--- config.mk ---
export PLATFORM = sky130hd
export DESIGN_NAME = unidade_multdiv_seq
export DESIGN_NICKNAME = d
export VERILOG_FILES = /design/src/rtl/unidade_multdiv_seq.sv
export SDC_FILE = /design/constraint.sdc
export NUM_CORES = 1
export LEC_CHECK = 0
export BUFFER_PORTS_ARGS = -buffer_cell sky130_fd_sc_hd__buf_2
export CELL_PAD_IN_SITES_DETAIL_PLACEMENT = 0
export CELL_PAD_IN_SITES_GLOBAL_PLACEMENT = 1
export CORE_UTILIZATION = 49
export DETAILED_ROUTE_END_ITERATION = 12
export GPL_TIMING_DRIVEN = 0
export PLACE_DENSITY = 0.95
export SYNTH_ARGS = -nofsm -noshare
export SYNTH_HDL_FRONTEND = slang
export SYNTH_SLANG_ARGS = --single-unit
--- constraint.sdc ---
create_clock -name clock -period 9.85 [get_ports clock]
set_input_delay 1.4775 -clock clock [delete_from_list [all_inputs] [get_ports clock]]
set_output_delay 1.4775 -clock clock [all_outputs]
set_load 0.005 [all_outputs]
--- src/rtl/unidade_multdiv_seq.sv ---
// Iterative unsigned multiply/divide unit for the EX stage: shift-add multiplication
// and restoring division, one bit per clock, producing a 2*LARGURA result on Hi/Lo.
module unidade_multdiv_seq #(
    parameter int         LARGURA = 32,
    parameter logic [2:0] OP_MULT = 3'b101,
    parameter logic [2:0] OP_DIV  = 3'b110
) (
    input  logic               clock,
    input  logic               reset,
    input  logic               iniciar,
    input  logic [2:0]         opCode,
    input  logic [LARGURA-1:0] operador1,
    input  logic [LARGURA-1:0] operador2,
    output logic               ocupado,
    output logic               pronto,
    output logic [LARGURA-1:0] resultadoHi,
    output logic [LARGURA-1:0] resultadoLo,
    output logic               divZero
);

    localparam int CW = $clog2(LARGURA + 1);

    typedef enum logic [1:0] {OCIOSO, MULT, DIV, FIM} estado_t;

    estado_t              estado;
    logic [CW-1:0]        contador;
    logic [2*LARGURA-1:0] acc;
    logic [LARGURA:0]     resto;
    logic [LARGURA-1:0]   op2;

    logic [LARGURA:0]     soma;
    logic [2*LARGURA-1:0] acc_mult;
    logic [LARGURA:0]     deslocado;
    logic [LARGURA:0]     diferenca;
    logic [LARGURA:0]     resto_div;
    logic [LARGURA-1:0]   quoc_div;
    logic                 cabe;
    logic                 aceita;
    logic                 ultima;

    // Multiply: acc = {partial product, remaining multiplier bits}; op2 holds the multiplicand.
    // Divide: acc[LARGURA-1:0] shifts dividend bits out MSB first and quotient bits in.
    always_comb begin
        soma      = {1'b0, acc[2*LARGURA-1:LARGURA]} + (acc[0] ? {1'b0, op2} : '0);
        acc_mult  = {soma, acc[LARGURA-1:1]};
        deslocado = {resto[LARGURA-1:0], acc[LARGURA-1]};
        // resto[LARGURA] is the bit shifted out of deslocado; if set, the divisor always fits
        cabe      = resto[LARGURA] || (deslocado >= {1'b0, op2});
        diferenca = deslocado - {1'b0, op2};
        resto_div = cabe ? diferenca : deslocado;
        quoc_div  = {acc[LARGURA-2:0], cabe};
        aceita    = iniciar && (opCode == OP_MULT || opCode == OP_DIV);
        ultima    = (contador == CW'(1));
    end

    always_ff @(posedge clock or posedge reset) begin
        if (reset) begin
            estado      <= OCIOSO;
            contador    <= '0;
            acc         <= '0;
            resto       <= '0;
            op2         <= '0;
            ocupado     <= 1'b0;
            pronto      <= 1'b0;
            divZero     <= 1'b0;
            resultadoHi <= '0;
            resultadoLo <= '0;
        end else begin
            pronto <= 1'b0;
            case (estado)
                OCIOSO: begin
                    if (aceita) begin
                        ocupado  <= 1'b1;
                        divZero  <= 1'b0;
                        contador <= CW'(LARGURA);
                        resto    <= '0;
                        if (opCode == OP_MULT) begin
                            acc    <= {{LARGURA{1'b0}}, operador2};
                            op2    <= operador1;
                            estado <= MULT;
                        end else begin
                            acc <= {{LARGURA{1'b0}}, operador1};
                            op2 <= operador2;
                            if (operador2 == '0) begin
                                resultadoLo <= '1;
                                resultadoHi <= operador1;
                                divZero     <= 1'b1;
                                pronto      <= 1'b1;
                                estado      <= FIM;
                            end else begin
                                estado <= DIV;
                            end
                        end
                    end
                end
                MULT: begin
                    acc      <= acc_mult;
                    contador <= contador - CW'(1);
                    if (ultima) begin
                        resultadoHi <= acc_mult[2*LARGURA-1:LARGURA];
                        resultadoLo <= acc_mult[LARGURA-1:0];
                        pronto      <= 1'b1;
                        estado      <= FIM;
                    end
                end
                DIV: begin
                    acc      <= {acc[2*LARGURA-1:LARGURA], quoc_div};
                    resto    <= resto_div;
                    contador <= contador - CW'(1);
                    if (ultima) begin
                        resultadoHi <= resto_div[LARGURA-1:0];
                        resultadoLo <= quoc_div;
                        pronto      <= 1'b1;
                        estado      <= FIM;
                    end
                end
                FIM: begin
                    ocupado <= 1'b0;
                    estado  <= OCIOSO;
                end
                default: estado <= OCIOSO;
            endcase
        end
    end

endmodule

* Yosys cells after proc, flatten, opt, wreduce, memory -nomap -nowiden
Cells that the tools add are included.
** Operators by class
- Add/sub/neg operators :: 3
- $lt $le $gt $ge :: 1
- Equality and inequality tests :: 12
- Multiplexer cells :: 34
- Bitwise gates (word level) :: 1
- Reduce and logical (&&, ||, !) cells :: 19
** Operators with widths (number)
- $mux W32 :: 13
- $pmux W32 S3 :: 2
- $pmux W64 S3 :: 1
- $mux W33 :: 2
- $pmux W33 S2 :: 1
- $mux W64 :: 1
- $add A32 B32 Y33 :: 1
- $ge A33 B32 Y1 :: 1
- $sub A33 B32 Y33 :: 1
- $logic_not A32 Y1 :: 1
- $pmux W6 S2 :: 1
- $reduce_and A2 Y1 :: 6
- $ne A2 B2 Y1 const B :: 5
- $reduce_bool A2 Y1 :: 4
- $eq A3 B3 Y1 const B :: 2
- $eq A6 B1 Y1 const B :: 1
- $mux W1 :: 6
- $mux W2 :: 3
- $mux W6 :: 1
- $pmux W2 S3 :: 1
- $reduce_and A6 Y1 :: 1
- $sub A6 B1 Y6 const B :: 1
- $eq A2 B2 Y1 const B :: 2
- $pmux W1 S2 :: 2
- other kinds (9) :: 10
** Word-level totals
- Register bits :: 204
- Input port bits :: 70
- Output and inout bits :: 67
- Word-level logic and storage cells :: 81

* Depth between registers and ports, before layout
Gate-level depths: netlist (run 1).
- Depth after elaboration :: 5
- Depth in mapped cells :: 14
- Gate-level depth less buffers :: 14

* Worst setup path after synthesis (run 1)
No wires, ideal clock.
- Kind :: flip-flop to flip-flop
- Start point :: reg acc[0]
- End point :: reg resultadoHi[23]
- Data arrival time :: 3.132 ns
- Setup slack :: 6.588 ns
- Stages on the path, launching flop included :: 14
- Buffers on the path :: 1
- Path through :: dfrtp_1 > clkbuf_1 > and2_1 > ha_1 > fa_1 > a21oi_1 > o211ai_1 > a211oi_1 > o21ai_1 > o41ai_1 > o31ai_1 > xor2_1 > a221oi_1 > nor3_1
** Between the ends
- Longest elaborated chain between the ends :: 4
** RTL lines
- start, declared :: RTL line 27 : logic [2*LARGURA-1:0] acc;
- start signal, assigned :: RTL line 78 : acc <= {{LARGURA{1'b0}}, operador2};
- start signal, assigned :: RTL line 82 : acc <= {{LARGURA{1'b0}}, operador1};
- start signal, assigned :: RTL line 97 : acc <= acc_mult;
- $mux W32 :: RTL line 44 : soma = {1'b0, acc[2*LARGURA-1:LARGURA]} + (acc[0] ? {1'b0, op2} : '0);
- $add A32 B32 Y33 :: RTL line 44
- $mux W32 :: RTL line 99 : if (ultima) begin
- $pmux W32 S3 :: RTL line 70 : case (estado)
- end signal, assigned :: RTL line 86 : resultadoHi <= operador1;
- end signal, assigned :: RTL line 100 : resultadoHi <= acc_mult[2*LARGURA-1:LARGURA];
- end signal, assigned :: RTL line 111 : resultadoHi <= resto_div[LARGURA-1:0];
- end, declared :: RTL line 16 : output logic [LARGURA-1:0] resultadoHi,
No other way between the ends. The select of a mux whose other input is x is not followed.
A chain may end at the register's enable or synchronous reset.

* Worst setup path in the final report (run 1)
Ends and elaborated chain as after synthesis.

==> results of run 1 <==
## flip-flops by register name, indices dropped and copies added (netlist names)
register	count
resto	33
op2	32
estado	2
resultadoHi	32
acc	64
pronto	1
divZero	1
ocupado	1
resultadoLo	32
contador	6
## stage by stage
step / power [mW] / hold WS (ns) / worst slack (ns) / instance area [µm²]
finish: 5.84 / 0.487 / 5.43 / 15500
global route: 6.20 / 0.500 / 5.29 / 15500
CTS: 5.77 / 0.485 / 5.56 / 15500
detailed placement: 4.74 / 0.470 / 5.23 / 14600
global placement: 4.68 / 0.467 / 0.418 / 14600
floorplan: 3.63 / 0.444 / 2.81 / 13500
## cell usage after synthesis, types with 7 or more instances
library cell and n:
nand3_1 19, o21ai_1 7, nor3_1 13, a21oi_1 66, clkbuf_1 81, nand2_1 243, o21a_1 7, a21o_1 32
o211ai_1 8, and3_1 12, buf_1 7, mux2i_1 46, nand4_1 11, xnor2_1 35, nand2b_1 9, and2_1 34
or3_1 19, nor4_1 12, o21ai_0 215, inv_1 56, xor2_1 23, nor2_1 138, o21bai_1 7, a221o_1 32
dfrtp_1 204, a31oi_1 17, ha_1 71, mux2_2 46, o31ai_1 18
## logic make-up (layout without fill, tap and decap cells)
group	count (synthesis)	in the layout	synth area share, %
multiplexers	93	93	7.38
adder cells (fa/ha/maj)	73	73	6.89
XOR/XNOR	58	58	3.77
AO/OA/AOI/OAI	466	466	22.1
flip-flops	204	204	37.9
AND/OR/NAND/NOR	527	527	17.4
buffers and inverters	153	330	4.50
## worst min-delay path: stages (launching register included)
cell     delay [ns]
dfrtp_1        0.35
nand2_1        0.05
o21ai_0        0.06
## metal layers
| metal | GRT usage, % | part of all wire (%) |
|---|---|---|
| met1 | 42.9 | 42 |
| met2 | 52.0 | 46 |
| met3 | 4.35 | 7.6 |
| met4 | 14.9 | 4.7 |
| met5 | 0 | 0 |
## power by group
group	internal (mW)	leakage [nW]	total [mW]	switching [mW]
clock network	0.629	0.422	0.991	0.363
registers	1.17	2.56	1.48	0.305
logic	1.21	4.39	3.37	2.15
total	3.02	7.37	5.84	2.82
## worst max path at each step
stage	endpoint	slack (ns)	depth (start not counted)
final	resultadoHi[23]	5.43	13
after global routing	resultadoHi[28]	5.29	14
after CTS	resultadoHi[23]	5.56	13
after detailed placement	resultadoHi[8]	5.23	9
after global placement	acc[35]	0.42	2
after floorplan	acc[0]	2.81	1
## cell type report
type	instances	area [µm²]	area share, %
Buffer	96	392	2.53
Clock buffer	31	666	4.30
Clock inverter	9	201	1.30
Inverter	57	221	1.43
Multi-Input combinational cell	1217	7750	50.1
Sequential cell	204	5100	33.0
Tap cell	341	427	2.76
Timing Repair Buffer	137	708	4.58
==> results.yml, run 1 <==
status:
  status: "complete, no violations"
final_layout:
  antenna_cells: 0
  synthToLayoutAreaGrowth_pct: 14.9
  final_util_pct: 57.4
  final_cells: 2092
  nNetsFinal: 1878
  final_cell_mix: "nand2_1, o21ai_0, dfrtp_1, buf_2, nor2_1"
  fill_cells: 2409
  final_common_cell: "nand2_1"
  drive_gt1_share_pct: 14.5
die:
  boundaryPins: 137
  start_util_pct: 50.0
  fp.dieH_um: 168
  fp.coreArea_mm2: 0.0270
  row_count: 60
  dieWidth_um: 168
  dieArea_mm2: 0.0281
clocking:
  cts_made_buffers: 22
  cts-htree-levels: 1
  worstSkewPairLatency_ns: 0.52
  cts_sinks: 204
  cts_hold_buf: 0
  clock_path_buffers: 3
  ctsResizeCount: 0
  clkTransAtPathRegs_ns: 0.06
  cts_setup_buffers: 0
  root_buffer: "clkbuf_16"
  cts_tree: "built"
timing:
  setup_violations: 0
  min_period_over_period_pct: 44.9
  final_max_slew_viol_count: 0
  finalHoldViolations: 0
  worstMarginPinSlew_ns: 1.06
  fin_skew_ns: 0.0137
  rsz0062_at_grt: "false"
  fmaxAchievable_ghz: 0.226
  slew_headroom_pct: 29.4
  fin_crit_ns: 4.42
  timing.setup.tns_ns: 0
logic_synthesis:
  ys_types: 77
  synth_top_flop_cell: "dfrtp_1"
  yosys.area.top_type: "dfrtp_1"
  ys_seq_area_share_pct: 37.9
  synthArstFlopShare_pct: 100
  synth_area_per_cell_um2: 8.55
  syn-num-nets: 1717
  synthTopCellsByArea: "dfrtp_1, o21ai_0, nand2_1, ha_1, mux2_2"
  syn-cell-area_mm2: 0.0135
  ys_warn_count: 0
  synth_seq_cells: 204
  synth_edf_count: 0
  synth_top_area_share_pct: 37.9
  postSynthCellCount: 1574
global_routing:
  antenna_found_initial: 0
  grt_first_pass_wirelength_um: 70300
  grt.total_usage_pct: 32.2
  grt_max_degree: 115
  overflow: 0
  grt_pass1_vias: 12600
detailed_routing:
  drtAntennaViolNets: 0
  viasPerCell: 6.14
  post-route-drc-count: 0
  routed_wl_um: 45500
  drt_first_pass_iters: 6
  wl_per_cell_um: 21.8
  first_iter_violations: 1121
  vias: 12800
worst_setup_path:
  start_kind: "flop"
  critPathTopFamily: "compound AO/OA/AOI/OAI gates"
  path_cells: "clkbuf_1, and2_1, ha_1, fa_1, a21oi_1, o211ai_1, a211oi_1, o21ai_1, o41ai_1, o31ai_1, xor2_1, a221oi_1, nor3_1"
  r2r_slack_ns: 5.43
  path_max_fanout: 10
  endpoint_kind: "flop"
  cpMaxStageDelayCell: "o41ai_1"
  worstReg2RegStart: "acc[0]"
  cp-startpoint: "acc[0]"
  ff2ff_path_depth: 13
  cp.required_ns: 10.24
  critical-path-max-stage-delay_ns: 0.63
  cp_num_buf_inv: 1
  critPathKind: "reg2reg"
  worstPathArrival_ns: 4.81
  timing.rr.end: "resultadoHi[23]"
place:
  place.gp.congestion: 0.957
  dp.cells: 2052
  hpwl_um: 34700
  io_buffers: 136
power:
  power_density_mw_per_mm2: 377
  ir_drop_v: 0.000212
  p_leak_nw: 7.37
hold_path:
  hp-start: "acc[40]"
  hold_path.class: "reg2reg"
  holdPathEnd: "acc[40]"
  min_path_cells: 2
run:
  maxCapViolCount: 0
(Power assumes the default switching activity.)
==> run 2: changes to the inputs <==
--- a/config.mk
+++ b/config.mk
@@ -8,10 +8,10 @@
 export BUFFER_PORTS_ARGS = -buffer_cell sky130_fd_sc_hd__buf_2
 export CELL_PAD_IN_SITES_DETAIL_PLACEMENT = 0
 export CELL_PAD_IN_SITES_GLOBAL_PLACEMENT = 1
-export CORE_UTILIZATION = 49
+export CORE_UTILIZATION = 46
 export DETAILED_ROUTE_END_ITERATION = 12
 export GPL_TIMING_DRIVEN = 0
-export PLACE_DENSITY = 0.95
+export PLACE_DENSITY = 0.91
 export SYNTH_ARGS = -nofsm -noshare
 export SYNTH_HDL_FRONTEND = slang
 export SYNTH_SLANG_ARGS = --single-unit
==> constraint.sdc (replaced) <==
create_clock -name clock -period 4.3 [get_ports clock]
set_input_delay 0.645 -clock clock [delete_from_list [all_inputs] [get_ports clock]]
set_output_delay 0.645 -clock clock [all_outputs]
set_load 0.005 [all_outputs]
==> run 2 against run 1 <==
Against the previous run: hold slack worse by 0.16 ns; via count shrank 1.4%; clock power up 85%; sequential cell count unchanged; critical path type unchanged; critical endpoint is now resultadoHi[28]; largest cell class unchanged; largest power group unchanged; highest routed layer unchanged.
==> results.yml, run 2 (synthesis results as in run 1) <==
status:
  status: "complete, no violations"
clocking:
  cts_made_buffers: 21
  cts_setup_buffers: 0
  cts_sinks: 204
  clock_path_buffers: 3
  cts_hold_buf: 0
  cts-htree-levels: 1
  cts_tree: "built"
  ctsResizeCount: 0
  clkTransAtPathRegs_ns: 0.06
  worstSkewPairLatency_ns: 0.51
  root_buffer: "clkbuf_16"
die:
  dieArea_mm2: 0.0300
  fp.dieH_um: 173
  boundaryPins: 137
  dieWidth_um: 173
  row_count: 62
  start_util_pct: 46.8
  fp.coreArea_mm2: 0.0288
global_routing:
  grt.total_usage_pct: 29.6
  grt_max_degree: 43
  grt_pass1_vias: 12300
  antenna_found_initial: 0
  grt_first_pass_wirelength_um: 69500
  overflow: 0
timing:
  worstMarginPinSlew_ns: 1.18
  setup_violations: 0
  fmaxAchievable_ghz: 0.241
  min_period_over_period_pct: 96.4
  whs_ns: 0.323
  fin_skew_ns: 0.0128
  finalHoldViolations: 0
  final_max_slew_viol_count: 0
  rsz0062_at_grt: "false"
  fin_crit_ns: 4.15
  slew_headroom_pct: 21.3
worst_setup_path:
  cp.required_ns: 4.70
  path_max_fanout: 10
  worstPathArrival_ns: 4.55
  critical-path-max-stage-delay_ns: 0.55
  critPathKind: "reg2reg"
  critPathTopFamily: "compound AO/OA/AOI/OAI gates"
  path_cells: "clkbuf_2, and2_1, ha_1, clkbuf_1, nand2_1, nor3_4, nand3_1, o211ai_1, nor3_1, o31ai_2, a2111oi_0, a211oi_1, o21ai_0, o221a_2"
  cp_num_buf_inv: 2
  start_kind: "flop"
  cpMaxStageDelayCell: "dfrtp_1"
  r2r_slack_ns: 0.15
  endpoint_kind: "flop"
detailed_routing:
  viasPerCell: 5.93
  first_iter_violations: 872
  drtAntennaViolNets: 0
  routed_wl_um: 44900
  drt_first_pass_iters: 5
  post-route-drc-count: 0
  wl_per_cell_um: 21.0
  vias: 12700
final_layout:
  drive_gt1_share_pct: 14.6
  final_common_cell: "nand2_1"
  largest_register: "acc"
  final_util_pct: 53.6
  top_regs: "acc x64, resto x33"
  largest_reg_flops: 64
  synthToLayoutAreaGrowth_pct: 14.6
  antenna_cells: 0
  final_cell_mix: "nand2_1, o21ai_0, dfrtp_1, buf_2, nor2_1"
  nNetsFinal: 1881
  fill_cells: 2677
  finalInstanceArea_mm2: 0.0154
power:
  combPwrFrac_pct: 59.3
  ir_drop_v: 0.000479
  total_power_mw: 12.8
  seqPwrFrac_pct: 26.5
  intPower_mw: 6.51
  p_leak_nw: 7.34
  power_density_mw_per_mm2: 831
  p_sw_share_pct: 49.2
  p_switching_mw: 6.31
  power.clock.fraction_pct: 14.3
run:
  maxCapViolCount: 0
place:
  place.gp.congestion: 0.964
  io_buffers: 136
  hpwl_um: 35400
  place_area_mm2: 0.0147
hold_path:
  hold_path.class: "in2async"
[run 2: cell types whose count changed in the layout (fill, tap and decap cells not counted), moves of 2 or more]
| cell | change |
|---|---|
| clkinv_2 | +3 |
| buf_12 | +4 |
| clkbuf_8 | -2 |
| clkinvlp_4 | +2 |
| clkbuf_16 | -2 |
| bufinv_16 | -5 |
[run 2: through the flow]
step | instances | setup slack [ns] | setup TNS [ns]
finish | 2136 | 0.154 | 0
global route | 2136 | 0.0162 | 0
CTS | 2136 | 0.00230 | 0
detailed placement | 2099 | 0.0271 | 0
global placement | 2094 | -0.316 | -60.98
floorplan | 1574 | 1.01 | 0
[run 2: per-layer routing]
metal | GRT usage [%] | vias to the layer above | wire length [µm]
met1 | 39.5 | 6134 | 19100
met4 | 13.1 | 0 | 2080
met3 | 3.32 | 118 | 2990
met2 | 48.6 | 487 | 20700
li1 | - | 5922 | -
met5 | 0 | - | 0
[run 2: path summary, 6_finish.rpt]
path,startpoint,end,cells past startpoint
max in group asynchronous,reset,acc[27],4
setup / recovery,acc[0],resultadoHi[28],14
hold reg to reg,resultadoHi[6],resultadoHi[6],2
setup reg to reg,acc[0],resultadoHi[28],14
min in group clock,operador2[31],op2[31],3
hold / removal,reset,acc[4],2
[run 2: power by group through the flow]
stage / sequential, mW / combinational (mW) / clock [mW]
floorplan: 3.13 / 5.18 / 0
global placement: 3.37 / 7.32 / 0
detailed placement: 3.38 / 7.44 / 0
CTS: 3.36 / 7.50 / 1.84
global route: 3.45 / 8.32 / 1.92
finish: 3.39 / 7.59 / 1.83
[run 2: area by class of cell]
cell class | instances | area [µm²] | area share (%)
Inverter | 57 | 218 | 1.41
Multi-Input combinational cell | 1217 | 7770 | 50.4
Sequential cell | 204 | 5100 | 33.1
Clock buffer | 29 | 596 | 3.86
Buffer | 96 | 393 | 2.55
Timing Repair Buffer | 141 | 788 | 5.11
Clock inverter | 8 | 73.8 | 0.478
Tap cell | 384 | 480 | 3.11
[run 2: worst reg2reg max path, cell delays in order (launching register included)]
cell and delay, ns:
dfrtp_1 0.55, clkbuf_2 0.33, and2_1 0.23, ha_1 0.26
clkbuf_1 0.29, nand2_1 0.16, nor3_4 0.24, nand3_1 0.11
o211ai_1 0.36, nor3_1 0.16, o31ai_2 0.42, a2111oi_0 0.17
a211oi_1 0.33, o21ai_0 0.16, o221a_2 0.25
==> run 3: changes to the inputs <==
--- a/config.mk
+++ b/config.mk
@@ -11,6 +11,7 @@
 export CORE_UTILIZATION = 46
 export DETAILED_ROUTE_END_ITERATION = 12
 export GPL_TIMING_DRIVEN = 0
+export MAX_ROUTING_LAYER = met4
 export PLACE_DENSITY = 0.91
 export SYNTH_ARGS = -nofsm -noshare
 export SYNTH_HDL_FRONTEND = slang
==> run 3 against run 2 <==
Against the previous run: clock skew rose by 0.0018 ns; die area did not move; final area rose by 0.40%; critical path depth did not move; global-route usage rose by 1.3 points; critical endpoint unchanged; largest cell class unchanged.
==> results.yml, run 3 (synthesis results as in run 1) <==
clocking:
  cts_tree: "built"
  cts-htree-levels: 1
  cts_sinks: 204
  cts_made_buffers: 22
  ctsResizeCount: 0
  root_buffer: "clkbuf_16"
  cts_hold_buf: 0
  clock_path_buffers: 3
  cts_setup_buffers: 0
  clkTransAtPathRegs_ns: 0.06
  worstSkewPairLatency_ns: 0.52
die:
  fp.dieH_um: 173
  start_util_pct: 46.8
  boundaryPins: 137
  row_count: 62
  fp.coreArea_mm2: 0.0288
  dieWidth_um: 173
  dieArea_mm2: 0.0300
hold_path:
  hold_path.class: "in2async"
place:
  hpwl_um: 35500
  place_ws_ns: 0.0243
  io_buffers: 136
  place.gp.congestion: 0.945
detailed_routing:
  viasPerCell: 5.97
  drtAntennaViolNets: 0
  first_iter_violations: 1015
  wl_per_cell_um: 21.3
  drt_first_pass_iters: 6
  routed_wl_um: 45400
  post-route-drc-count: 0
  vias: 12800
power:
  total_power_mw: 12.9
  ir_drop_v: 0.000523
  p_leak_nw: 7.36
  power_density_mw_per_mm2: 835
worst_setup_path:
  worstPathArrival_ns: 4.59
  start_kind: "flop"
  endpoint_kind: "flop"
  cp.required_ns: 4.70
  path_max_fanout: 10
  ff2ff_path_depth: 14
  critPathKind: "reg2reg"
global_routing:
  grt_pass1_vias: 12300
  overflow: 0
  grt_first_pass_wirelength_um: 70200
  grt_max_degree: 42
  antenna_found_initial: 1
  grt.total_usage_pct: 30.9
timing:
  fin_skew_ns: 0.0146
  fmaxAchievable_ghz: 0.239
  slew_headroom_pct: 27.5
  fin_crit_ns: 4.18
  setup_violations: 0
  min_period_over_period_pct: 97.2
  worstMarginPinSlew_ns: 1.08
  finalHoldViolations: 0
  final_max_slew_viol_count: 0
  fin_ws_ns: 0.119
final_layout:
  final_common_cell: "nand2_1"
  top_regs: "acc x64, resto x33"
  largest_reg_flops: 64
  synthToLayoutAreaGrowth_pct: 15.0
  largest_register: "acc"
  nNetsFinal: 1882
  final_cell_mix: "nand2_1, o21ai_0, dfrtp_1, buf_2, nor2_1"
  drive_gt1_share_pct: 14.9
status:
  status: "complete, no violations"
run:
  maxCapViolCount: 0
[run 3: layout make-up]
cell class,count,area [µm²]
fill,2649,13300
multi-input combinational,1217,7780
sequential,204,5100
timing repair buffer,141,788
clock buffer,34,697
tap,384,480
buffer,96,393
inverter,57,218
clock inverter,4,22.5
antenna,1,2.50
[run 3: final timing paths]
kind | from | to | slack, ns
max in group asynchronous | reset | resto[25] | 3.07
worst min-delay path | reset | resultadoHi[3] | 0.30
worst max-delay path | acc[0] | resultadoHi[28] | 0.12
worst min register to register | resultadoHi[5] | resultadoHi[5] | 0.48
worst max register to register | acc[0] | resultadoHi[28] | 0.12
min in group clock | operador1[30] | op2[30] | 0.45
[run 3: power breakdown]
| group | switching [mW] | internal [mW] | leakage, nW |
|---|---|---|---|
| sequential | 0.693 | 2.69 | 2.56 |
| combinational | 4.85 | 2.78 | 4.44 |
| clock | 0.799 | 1.11 | 0.356 |
| total | 6.34 | 6.58 | 7.36 |
[run 3: critical path, stage by stage, from the launching register on]
cell and delay (ns):
dfrtp_1 0.54, clkbuf_2 0.33, and2_1 0.23, ha_1 0.26
clkbuf_1 0.29, nand2_1 0.12, nor3_2 0.36, nand3_1 0.13
o211ai_1 0.38, nor3_1 0.16, o31ai_2 0.41, a2111oi_0 0.19
a211oi_1 0.28, o21ai_0 0.15, o221a_2 0.25
[run 3: through the flow]
| step | TNS [ns] | cell area [µm²] | instances | utilization [%] | hold slack [ns] |
|---|---|---|---|---|---|
| 5_1_grt | -0.0728 | 15500 | 2138 | 53.8 | 0.343 |
| 3_5_place_dp | 0 | 14700 | 2099 | 51.2 | 0.470 |
| 4_1_cts | 0 | 15500 | 2137 | 53.7 | 0.303 |
| 2_1_floorplan | 0 | 13500 | 1574 | - | 0.444 |
| 6_report | 0 | 15500 | 2138 | 53.8 | 0.304 |
| 3_3_place_gp | -57.16 | 14600 | 2094 | 50.8 | 0.466 |
[run 3: metal layers]
layer	up-vias	GRT usage [%]	routed length, µm
met5	-	-	0
met4	0	13.2	1970
met3	126	3.72	3260
met2	555	48.7	21100
met1	6160	40.2	19100
li1	5928	-	-
